<file path="src/rtl/mem_port_arbiter_if.sv">
// Bundle of requester handshakes and the shared memory port seen by mem_port_arbiter.
interface mem_port_arbiter_if #(
    parameter int ADDR_W = 8,
    parameter int DATA_W = 8
);
    logic              if_req;
    logic [ADDR_W-1:0] if_addr;
    logic              if_ready;
    logic [DATA_W-1:0] if_rdata;
    logic              d_req;
    logic              d_we;
    logic [ADDR_W-1:0] d_addr;
    logic [DATA_W-1:0] d_wdata;
    logic              d_ready;
    logic [DATA_W-1:0] d_rdata;
    logic              bus_err;
    logic              grant_d;
    logic              mem_en;
    logic              mem_we;
    logic [ADDR_W-1:0] mem_addr;
    logic [DATA_W-1:0] mem_wdata;
    logic [DATA_W-1:0] mem_rdata;
    logic              mem_ack;

    modport slave (
        input  if_req, if_addr, d_req, d_we, d_addr, d_wdata, mem_rdata, mem_ack,
        output if_ready, if_rdata, d_ready, d_rdata, bus_err, grant_d,
               mem_en, mem_we, mem_addr, mem_wdata
    );

    modport master (
        output if_req, if_addr, d_req, d_we, d_addr, d_wdata, mem_rdata, mem_ack,
        input  if_ready, if_rdata, d_ready, d_rdata, bus_err, grant_d,
               mem_en, mem_we, mem_addr, mem_wdata
    );
endinterface

</file>
<file path="src/rtl/mem_port_arbiter.sv">
// Shares one 8-bit memory port between instruction fetch and data load/store,
// one transaction at a time, with data priority, fetch anti-starvation and an ack watchdog.
module mem_port_arbiter #(
    parameter int ADDR_W         = 8,
    parameter int DATA_W         = 8,
    parameter int TIMEOUT        = 15,
    parameter int DATA_BURST_MAX = 3
) (
    input  logic                clk,
    input  logic                rst,
    mem_port_arbiter_if.slave   bus
);
    localparam int WD_W = 8;
    localparam int BC_W = $clog2(DATA_BURST_MAX + 1);
    localparam logic [WD_W-1:0] WD_LAST = WD_W'(TIMEOUT - 1);
    localparam logic [BC_W-1:0] BC_MAX  = BC_W'(DATA_BURST_MAX);

    typedef enum logic [1:0] {
        ST_IDLE = 2'd0,
        ST_BUSY = 2'd1,
        ST_RESP = 2'd2
    } state_t;

    state_t            state_q, state_d;
    logic [WD_W-1:0]   wd_q, wd_d;
    logic [BC_W-1:0]   burst_q, burst_d;
    logic              grant_q, grant_d;
    logic              mem_en_q, mem_en_d;
    logic              mem_we_q, mem_we_d;
    logic [ADDR_W-1:0] mem_addr_q, mem_addr_d;
    logic [DATA_W-1:0] mem_wdata_q, mem_wdata_d;
    logic              if_ready_q, if_ready_d;
    logic              d_ready_q, d_ready_d;
    logic              bus_err_q, bus_err_d;
    logic [DATA_W-1:0] if_rdata_q, if_rdata_d;
    logic [DATA_W-1:0] d_rdata_q, d_rdata_d;

    logic              any_req_s;
    logic              pick_d_s;
    logic              ack_s;
    logic              timeout_s;
    logic [DATA_W-1:0] rsp_data_s;

    // Arbitration and completion qualifiers; ack only counts while the strobe is up.
    always_comb begin
        any_req_s  = bus.if_req | bus.d_req;
        ack_s      = mem_en_q & bus.mem_ack;
        timeout_s  = (state_q == ST_BUSY) & ~ack_s & (wd_q == WD_LAST);
        rsp_data_s = ack_s ? bus.mem_rdata : {DATA_W{1'b0}};
        pick_d_s   = 1'b0;
        if (bus.d_req && !bus.if_req) begin
            pick_d_s = 1'b1;
        end else if (bus.d_req && bus.if_req) begin
            pick_d_s = (burst_q != BC_MAX);
        end else begin
            pick_d_s = 1'b0;
        end
    end

    // State register.
    always_ff @(posedge clk) begin
        if (rst) begin
            state_q <= ST_IDLE;
        end else begin
            state_q <= state_d;
        end
    end

    // Next-state logic.
    always_comb begin
        state_d = state_q;
        case (state_q)
            ST_IDLE: begin
                if (any_req_s) state_d = ST_BUSY;
                else           state_d = ST_IDLE;
            end
            ST_BUSY: begin
                if (ack_s || timeout_s) state_d = ST_RESP;
                else                    state_d = ST_BUSY;
            end
            ST_RESP: state_d = ST_IDLE;
            default: state_d = ST_IDLE;
        endcase
    end

    // Output/datapath next values; ready and error are single-cycle pulses into RESP.
    always_comb begin
        wd_d        = wd_q;
        burst_d     = burst_q;
        grant_d     = grant_q;
        mem_en_d    = mem_en_q;
        mem_we_d    = mem_we_q;
        mem_addr_d  = mem_addr_q;
        mem_wdata_d = mem_wdata_q;
        if_rdata_d  = if_rdata_q;
        d_rdata_d   = d_rdata_q;
        if_ready_d  = 1'b0;
        d_ready_d   = 1'b0;
        bus_err_d   = 1'b0;
        case (state_q)
            ST_IDLE: begin
                if (any_req_s) begin
                    grant_d  = pick_d_s;
                    mem_en_d = 1'b1;
                    wd_d     = {WD_W{1'b0}};
                    if (pick_d_s) begin
                        mem_addr_d  = bus.d_addr;
                        mem_we_d    = bus.d_we;
                        mem_wdata_d = bus.d_wdata;
                    end else begin
                        mem_addr_d  = bus.if_addr;
                        mem_we_d    = 1'b0;
                    end
                    // Only a data grant that leaves a fetch waiting extends the streak.
                    if (pick_d_s && bus.if_req) begin
                        if (burst_q != BC_MAX) burst_d = burst_q + BC_W'(1);
                        else                   burst_d = burst_q;
                    end else begin
                        burst_d = {BC_W{1'b0}};
                    end
                end else begin
                    mem_en_d = 1'b0;
                end
            end
            ST_BUSY: begin
                if (ack_s || timeout_s) begin
                    mem_en_d  = 1'b0;
                    mem_we_d  = 1'b0;
                    bus_err_d = timeout_s;
                    if (grant_q) begin
                        d_ready_d = 1'b1;
                        if (!mem_we_q) d_rdata_d = rsp_data_s;
                        else           d_rdata_d = d_rdata_q;
                    end else begin
                        if_ready_d = 1'b1;
                        if_rdata_d = rsp_data_s;
                    end
                end else begin
                    wd_d = wd_q + WD_W'(1);
                end
            end
            ST_RESP: begin
                mem_en_d = 1'b0;
            end
            default: begin
                mem_en_d = 1'b0;
                mem_we_d = 1'b0;
            end
        endcase
    end

    // Output and datapath registers.
    always_ff @(posedge clk) begin
        if (rst) begin
            wd_q        <= {WD_W{1'b0}};
            burst_q     <= {BC_W{1'b0}};
            grant_q     <= 1'b0;
            mem_en_q    <= 1'b0;
            mem_we_q    <= 1'b0;
            mem_addr_q  <= {ADDR_W{1'b0}};
            mem_wdata_q <= {DATA_W{1'b0}};
            if_ready_q  <= 1'b0;
            d_ready_q   <= 1'b0;
            bus_err_q   <= 1'b0;
            if_rdata_q  <= {DATA_W{1'b0}};
            d_rdata_q   <= {DATA_W{1'b0}};
        end else begin
            wd_q        <= wd_d;
            burst_q     <= burst_d;
            grant_q     <= grant_d;
            mem_en_q    <= mem_en_d;
            mem_we_q    <= mem_we_d;
            mem_addr_q  <= mem_addr_d;
            mem_wdata_q <= mem_wdata_d;
            if_ready_q  <= if_ready_d;
            d_ready_q   <= d_ready_d;
            bus_err_q   <= bus_err_d;
            if_rdata_q  <= if_rdata_d;
            d_rdata_q   <= d_rdata_d;
        end
    end

    assign bus.if_ready  = if_ready_q;
    assign bus.if_rdata  = if_rdata_q;
    assign bus.d_ready   = d_ready_q;
    assign bus.d_rdata   = d_rdata_q;
    assign bus.bus_err   = bus_err_q;
    assign bus.grant_d   = grant_q;
    assign bus.mem_en    = mem_en_q;
    assign bus.mem_we    = mem_we_q;
    assign bus.mem_addr  = mem_addr_q;
    assign bus.mem_wdata = mem_wdata_q;
endmodule

</file>
<file path="src/flat_wrapper.sv">
// flat-port wrapper written by rule: the top's interface ports become plain ports
module mem_port_arbiter_flat 
#(
    parameter int ADDR_W         = 8,
    parameter int DATA_W         = 8,
    parameter int TIMEOUT        = 15,
    parameter int DATA_BURST_MAX = 3
)
  (clk, rst, bus_if_req, bus_if_addr, bus_d_req, bus_d_we, bus_d_addr, bus_d_wdata, bus_mem_rdata, bus_mem_ack, bus_if_ready, bus_if_rdata, bus_d_ready, bus_d_rdata, bus_bus_err, bus_grant_d, bus_mem_en, bus_mem_we, bus_mem_addr, bus_mem_wdata);
  mem_port_arbiter_if #(.ADDR_W(ADDR_W), .DATA_W(DATA_W)) bus_i ();
  input  logic clk;
  input  logic rst;
  input wire logic [$bits(bus_i.if_req)-1:0] bus_if_req;
  input wire logic [$bits(bus_i.if_addr)-1:0] bus_if_addr;
  input wire logic [$bits(bus_i.d_req)-1:0] bus_d_req;
  input wire logic [$bits(bus_i.d_we)-1:0] bus_d_we;
  input wire logic [$bits(bus_i.d_addr)-1:0] bus_d_addr;
  input wire logic [$bits(bus_i.d_wdata)-1:0] bus_d_wdata;
  input wire logic [$bits(bus_i.mem_rdata)-1:0] bus_mem_rdata;
  input wire logic [$bits(bus_i.mem_ack)-1:0] bus_mem_ack;
  output wire logic [$bits(bus_i.if_ready)-1:0] bus_if_ready;
  output wire logic [$bits(bus_i.if_rdata)-1:0] bus_if_rdata;
  output wire logic [$bits(bus_i.d_ready)-1:0] bus_d_ready;
  output wire logic [$bits(bus_i.d_rdata)-1:0] bus_d_rdata;
  output wire logic [$bits(bus_i.bus_err)-1:0] bus_bus_err;
  output wire logic [$bits(bus_i.grant_d)-1:0] bus_grant_d;
  output wire logic [$bits(bus_i.mem_en)-1:0] bus_mem_en;
  output wire logic [$bits(bus_i.mem_we)-1:0] bus_mem_we;
  output wire logic [$bits(bus_i.mem_addr)-1:0] bus_mem_addr;
  output wire logic [$bits(bus_i.mem_wdata)-1:0] bus_mem_wdata;
  assign bus_i.if_req = bus_if_req;
  assign bus_i.if_addr = bus_if_addr;
  assign bus_i.d_req = bus_d_req;
  assign bus_i.d_we = bus_d_we;
  assign bus_i.d_addr = bus_d_addr;
  assign bus_i.d_wdata = bus_d_wdata;
  assign bus_i.mem_rdata = bus_mem_rdata;
  assign bus_i.mem_ack = bus_mem_ack;
  assign bus_if_ready = bus_i.if_ready;
  assign bus_if_rdata = bus_i.if_rdata;
  assign bus_d_ready = bus_i.d_ready;
  assign bus_d_rdata = bus_i.d_rdata;
  assign bus_bus_err = bus_i.bus_err;
  assign bus_grant_d = bus_i.grant_d;
  assign bus_mem_en = bus_i.mem_en;
  assign bus_mem_we = bus_i.mem_we;
  assign bus_mem_addr = bus_i.mem_addr;
  assign bus_mem_wdata = bus_i.mem_wdata;
  mem_port_arbiter #(.ADDR_W(ADDR_W), .DATA_W(DATA_W), .TIMEOUT(TIMEOUT), .DATA_BURST_MAX(DATA_BURST_MAX)) u_core (.clk(clk), .rst(rst), .bus(bus_i));
endmodule
</file>
<file path="config.mk">
export PLATFORM = sky130hd
export DESIGN_NAME = mem_port_arbiter_flat
export DESIGN_NICKNAME = d
export VERILOG_FILES = /design/src/rtl/mem_port_arbiter_if.sv /design/src/rtl/mem_port_arbiter.sv /design/src/flat_wrapper.sv
export SDC_FILE = /design/constraint.sdc
export NUM_CORES = 1
export LEC_CHECK = 0
export CORE_ASPECT_RATIO = 0.6
export CORE_MARGIN = 2
export CORE_UTILIZATION = 47
export CTS_CLUSTER_DIAMETER = 80
export DETAILED_ROUTE_END_ITERATION = 7
export GPL_ROUTABILITY_DRIVEN = 1
export PLACE_DENSITY = 0.9
export SKIP_LAST_GASP = 1
export SLEW_MARGIN = 40
export SYNTH_ARGS = -nofsm -noshare
export SYNTH_HDL_FRONTEND = slang
export SYNTH_SLANG_ARGS = --single-unit
</file>
<file path="constraint.sdc">
create_clock -name clk -period 4.8 [get_ports clk]
set_input_delay 0.48 -clock clk [delete_from_list [all_inputs] [get_ports clk]]
set_output_delay 0.48 -clock clk [all_outputs]
set_load 0.1 [all_outputs]
</file>
; ---- Word level (Yosys, flattened, before mapping)
; Index checks and enable logic that the tools add are counted.
[word_totals]
regBits = 50
out_inout_bits = 38
elab_cells = 68
[op_classes]
addsub = 2
n_eq_ne = 8
n_mux = 20
bitwise_logic = 10
n_reduce_logical = 15
[ops]
columns = operator, n
row1 = two-way mux 8 bit, 4
row2 = one-hot mux 8 bit (2 select lines), 1
row3 = AND reduction 3 bit, 5
row4 = two-way mux 1 bit, 9
row5 = "adder 8 x 1 -> 8 bit, second input constant", 1
row6 = "equality test 8 x 4 -> 1 bit, second input constant", 1
row7 = two-way mux 2 bit, 3
row8 = "!= test 2 bit, second input constant", 3
row9 = inverter 1 bit, 6
row10 = "!= test 2 x 1 -> 1 bit, second input constant", 2
row11 = one-hot mux 2 bit (2 select lines), 1
row12 = AND reduction 4 bit, 1
row13 = bitwise AND 1 bit, 3
row14 = logical AND 1 bit, 3
row15 = one-hot mux 1 bit (3 select lines), 1
row16 = OR reduction 3 bit, 1
row17 = "adder 2 x 1 -> 2 bit, second input constant", 1
row18 = "equality test 2 x 1 -> 1 bit, second input constant", 1
row19 = "equality test 2 bit, second input constant", 1
row20 = logical NOT 2 bit, 1
row21 = one-hot mux 1 bit (2 select lines), 1
row22 = AND reduction 2 bit, 1
row23 = nonzero test 2 bit, 1
row24 = logical NOT 1 bit, 1
row25 = 2 further kinds, 2

; ---- Depth between registers and ports, before layout
[depth]
depth_word = 7
depth_mapped = 7
mapped_depth_nobuf = 6

; ---- Least setup slack after synthesis
; No wires, ideal clock.
[synth_timing]
path_kind = flip-flop to flip-flop
start = register u_core.mem_en_q (netlist: u_core.bus.mem_en)
end = register u_core.d_rdata_q[0] (netlist: u_core.bus.d_rdata[0])
setup_time_ns = 0.118
t_arrival_ns = 1.891
required_ns = 4.682
setup_slack_ns = 2.791
stages_incl_launch_ff = 5
synth_period_minus_slack_ns = 2.009
path_cell_list = dfxtp_1 nand2_1 o21ai_2 a21oi_1 a22o_1
[synth_via]
elab_chain_cells = 6
word_cells_on_any_way = 7
[synth_rtl]
columns = element, line_no
row1 = "start, declared", mem_port_arbiter.sv:28  ; logic mem_en_q, mem_en_d;
row2 = "start signal, assigned", mem_port_arbiter.sv:171  ; mem_en_q <= mem_en_d;
row3 = bitwise AND 1 bit (*), mem_port_arbiter.sv:47  ; ack_s = mem_en_q & bus.mem_ack;
row4 = inverter 1 bit, mem_port_arbiter.sv:48  ; timeout_s = (state_q == ST_BUSY) & ~ack_s & (wd_q == WD_LAST);
row5 = bitwise AND 1 bit (2 in series), mem_port_arbiter.sv:48
row6 = logical OR 1 bit, mem_port_arbiter.sv:126  ; if (ack_s || timeout_s) begin
row7 = AND reduction 4 bit (no line), --
row8 = "end signal, assigned", mem_port_arbiter.sv:166  ; d_rdata_q <= {DATA_W{1'b0}};
row9 = "end signal, assigned", mem_port_arbiter.sv:179  ; d_rdata_q <= d_rdata_d;
row10 = "end, declared", mem_port_arbiter.sv:36  ; logic [DATA_W-1:0] d_rdata_q, d_rdata_d;
; Mark *: on every way between the ends. The rest lies on a longest branch, timed or not.
; A chain may end at the register's enable or synchronous reset.

; ---- Worst setup path after layout
[layout_timing]
start = input bus_if_req
end = register u_core.mem_we_q (netlist: u_core.bus.mem_we)
[layout_via]
elab_chain_cells = 6
word_cells_on_any_way = 11
[layout_rtl]
columns = element, line_no
row1 = "start, declared", flat_wrapper.sv:13  ; input wire logic [$bits(bus_i.if_req)-1:0] bus_if_req;
row2 = logical AND 1 bit / logical NOT 1 bit (equally long branches), "mem_port_arbiter.sv:53, mem_port_arbiter.sv:51"
row3 = two-way mux 1 bit / logical AND 1 bit (equally long branches), "mem_port_arbiter.sv:53, mem_port_arbiter.sv:51"
row4 = two-way mux 1 bit, mem_port_arbiter.sv:51  ; if (bus.d_req && !bus.if_req) begin
row5 = two-way mux 1 bit, mem_port_arbiter.sv:106  ; if (pick_d_s) begin
row6 = two-way mux 1 bit, mem_port_arbiter.sv:102  ; if (any_req_s) begin
row7 = one-hot mux 1 bit (3 select lines), mem_port_arbiter.sv:100  ; case (state_q)
row8 = "end signal, assigned", mem_port_arbiter.sv:172  ; mem_we_q <= mem_we_d;
row9 = "end, declared", mem_port_arbiter.sv:29  ; logic mem_we_q, mem_we_d;
; Several ways; a longest one is shown, not always the timed one. The select of a mux whose other input is x is not followed.

==> summary.md <==
| Metric | Value |
|---|---|
| Initial DRC Count | `89` |
| Diodes inserted | `0` |
| DRC viols | `0` |
| F_max | `439.1 MHz` |
| Most Crowded Layer GR | `met2` |
| Total Routing Usage GR | `0.2015` |
| Final hold violations | `0` |
| Top cells by count, synth | `dfxtp_1 (50), nand2_1 (20), a21oi_1 (19), a22o_1 (16), nor2_1 (16)` |
| GR Util met3 | `0.06335` |
| Hold Slack | `454.8 ps` |
| Initial Util | `0.4874` |
| Core box area | `4076 sq um` |
| Crit. path cell count | `5` |
| Worst VDD drop | `0.1831 mV` |
| Final Slew Violations | `0` |
| Syn Area/Cell | `9.645 sq um` |
| RSZ-0062 raised after global routing | `false` |
| Post-synth EDFFs | `0` |
| CTS root buffer | `clkbuf_8` |
| Max stage delay cell, worst path | `a21boi_2` |
| Maxcap violations | `0` |
| Inserted Clock Buffers | `5` |
| Worst reg2reg path endpoint | `u_core.bus.mem_we` |
| Top FF cell, synth | `dfxtp_1` |
| First-pass GRT wire length | `7355 um` |
| Synthesized flop and latch total | `50` |
| Dominant cell type by area after synthesis | `dfxtp_1` |
| Endpoints failing setup | `0` |
| Min-Delay Path Class | `reg2reg` |
| Post-synth ARST share | `0` |
| Final Cycle Share | `0.4744` |
| Max H-tree Level | `2` |
| Via count | `1791` |
| Syn. warnings | `0` |
| Pleak | `1.132 nW` |
| Worst rel slew slack | `0.5364` |
| Setup_tns | `0 ps` |
| Met1 Usage GRT | `0.2753` |
| Max Buffers Root-to-Sink | `2` |
| Chip height | `54.37 um` |
| Mapped Cells | `206` |
| Final instance area | `2689 sq um` |
| Number of port buffers | `75` |
| CTS tree | `done` |
| Status | `finished clean` |
| Vias in the first global route | `1541` |
| Critical path, cell by cell | `clkdlybuf4s50_1 > a21boi_2 > and2_1 > a21oi_1 > a311oi_1` |
| Post-DRT Antenna Nets | `0` |
| Final net count | `321` |
| Clk_lat worst skew | `310 ps` |
| Delay-heaviest family, CP | `compound AO/OA/AOI/OAI gates` |
| Fillers | `350` |
| Post-synthesis cell type count | `36` |
| Worst path arrival time | `2490 ps` |
| Setup Crit Path Kind | `in2reg` |
| Die area | `4781 sq um` |
| Clock transition at the registers of the reported paths | `90 ps` |
| Routability congestion estimate | `0.7968` |
| CP required | `5020 ps` |
| Initial antenna violation count | `0` |
| Tmin final | `2277 ps` |
| Hold buffer count at cts | `0` |
| Post-DP HPWL | `3470 um` |
| # resized after CTS | `0` |
| Internal reg-to-reg setup slack | `2700 ps` |
| Crit path capture | `u_core.bus.mem_we` |
| Sequential share of the synthesized area | `0.5038` |
| Row count | `18` |
| Syn Nets | `247` |
| Placed Area | `2591 sq um` |
| Synth Cell Area | `1987 sq um` |
| Bufs and invs on worst path | `1` |
| Top Ports | `76` |
| Met2 Usage GRT | `0.3093` |
| Wirelength per Cell | `14.05 um` |
| Fraction of layout cells with a size suffix above 1 | `0.2100` |
| Largest cells by area after synthesis | `dfxtp_1 (50%), a22o_1 (7.1%), a21oi_1 (4.8%)` |
| Setup Skew | `7.655 ps` |
| DIE WIDTH | `87.94 um` |
| PwrDens | `351.5 nW/um^2` |
| Routed WL | `4791 um` |
| Most frequent cell after synthesis | `dfxtp_1` |
| R2r worst-path depth | `5` |
| CP startpoint kind | `primary input` |
| Worst slew pin tran | `691.4 ps` |
| Post-CTS Setup Bufs | `0` |
| CTS sink count | `50` |
| R2R Path Start | `u_core.burst_q[0]` |
| Vias per cell | `5.252` |
| Post-synth top area share | `0.5038` |
| Worst Setup SP | `bus_if_req` |
| Area growth syn-to-layout | `35.33%` |
| Pre-Repair DR Iteration Count | `4` |
| CP endpoint kind | `flop` |
| CP max FO | `13` |
| GR Overflow Total | `0` |
| Largest net degree at the start of global routing | `34` |
| Crit path largest cell delay | `600 ps` |
## state kept, by name (all words and copies together), names as in the netlist
signal and flops:
u_core.burst_q 2, u_core.bus.d_rdata 8, u_core.bus.mem_addr 8, u_core.bus.mem_we 1
u_core.bus.mem_en 1, u_core.bus.bus_err 1, u_core.wd_q 8, u_core.bus.d_ready 1
u_core.bus.mem_wdata 8, u_core.state_q 2, u_core.bus.if_rdata 8, u_core.bus.grant_d 1
u_core.bus.if_ready 1
## cell families (layout without fill, tap and decap cells)
| family | after synthesis | after routing | share of synthesized area |
|---|---|---|---|
| mux | 8 | 8 | 0.04030 |
| flops | 50 | 50 | 0.5038 |
| buf+inv | 11 | 86 | 0.02582 |
| compound gates | 59 | 59 | 0.2173 |
| fa+ha+maj | 3 | 3 | 0.01889 |
| simple gates | 75 | 75 | 0.1939 |
## through the flow
| step | power (mW) | worst slack, ps | instances | util |
|---|---|---|---|---|
| 4_1_cts | 0.9519 | 2575 | 341 | 0.6596 |
| 3_5_place_dp | 0.6920 | 2255 | 333 | 0.6357 |
| 6_report | 0.9451 | 2523 | 341 | 0.6596 |
| 3_3_place_gp | 0.7033 | 2063 | 333 | 0.6811 |
| 2_1_floorplan | 0.6300 | 2791 | 206 | - |
| 5_1_grt | 0.9820 | 2340 | 341 | 0.6596 |
## worst min path at each step
stage,from,cells after the start,to
global route,u_core.bus.mem_wdata[5],2,u_core.bus.mem_wdata[5]
CTS,u_core.bus.mem_wdata[5],2,u_core.bus.mem_wdata[5]
detailed placement,u_core.bus.mem_wdata[5],2,u_core.bus.mem_wdata[5]
global placement,u_core.bus.mem_wdata[6],2,u_core.bus.mem_wdata[6]
floorplan,u_core.burst_q[0],2,u_core.burst_q[0]
finish,u_core.bus.mem_wdata[5],2,u_core.bus.mem_wdata[5]
## layout make-up
type,count,area (sq um),area share
inverter,2,7.507,0.002792
timing repair buffer,76,563.0,0.2094
tap,60,75.07,0.02792
clock buffer,5,68.82,0.02559
multi-input combinational,145,944.7,0.3513
clock inverter,3,28.78,0.01070
sequential,50,1001,0.3723
## where the power goes
group / switching, mW / total, mW / internal [mW]
sequential: 0.0132 / 0.447 / 0.433
combinational: 0.176 / 0.237 / 0.0613
clock: 0.152 / 0.261 / 0.109
total: 0.341 / 0.945 / 0.604
## worst min-delay path: cells and delay by family, from the launching register on
kind	cells	cell delay, ps
simple gates	1	50
flops	1	320
compound gates	1	50
## metal layers
metal / vias up / wire length, um
met5: - / 0
met4: 0 / 44
li1: 906 / -
met2: 54 / 2125
met1: 825 / 2289
met3: 6 / 332
## cell usage in the layout (no fill, tap or decap), types with 5 or more instances in the layout
cell,Yosys,layout
clkdlybuf4s50_1,0,36
a21oi_1,19,19
dfxtp_1,50,50
nand3_1,15,15
a211oi_1,8,8
buf_2,2,39
nand2_1,20,20
nor2_1,16,16
clkbuf_8,0,5
mux2i_1,8,8
a22o_1,16,16
Power figures use the tool's default switching activity.
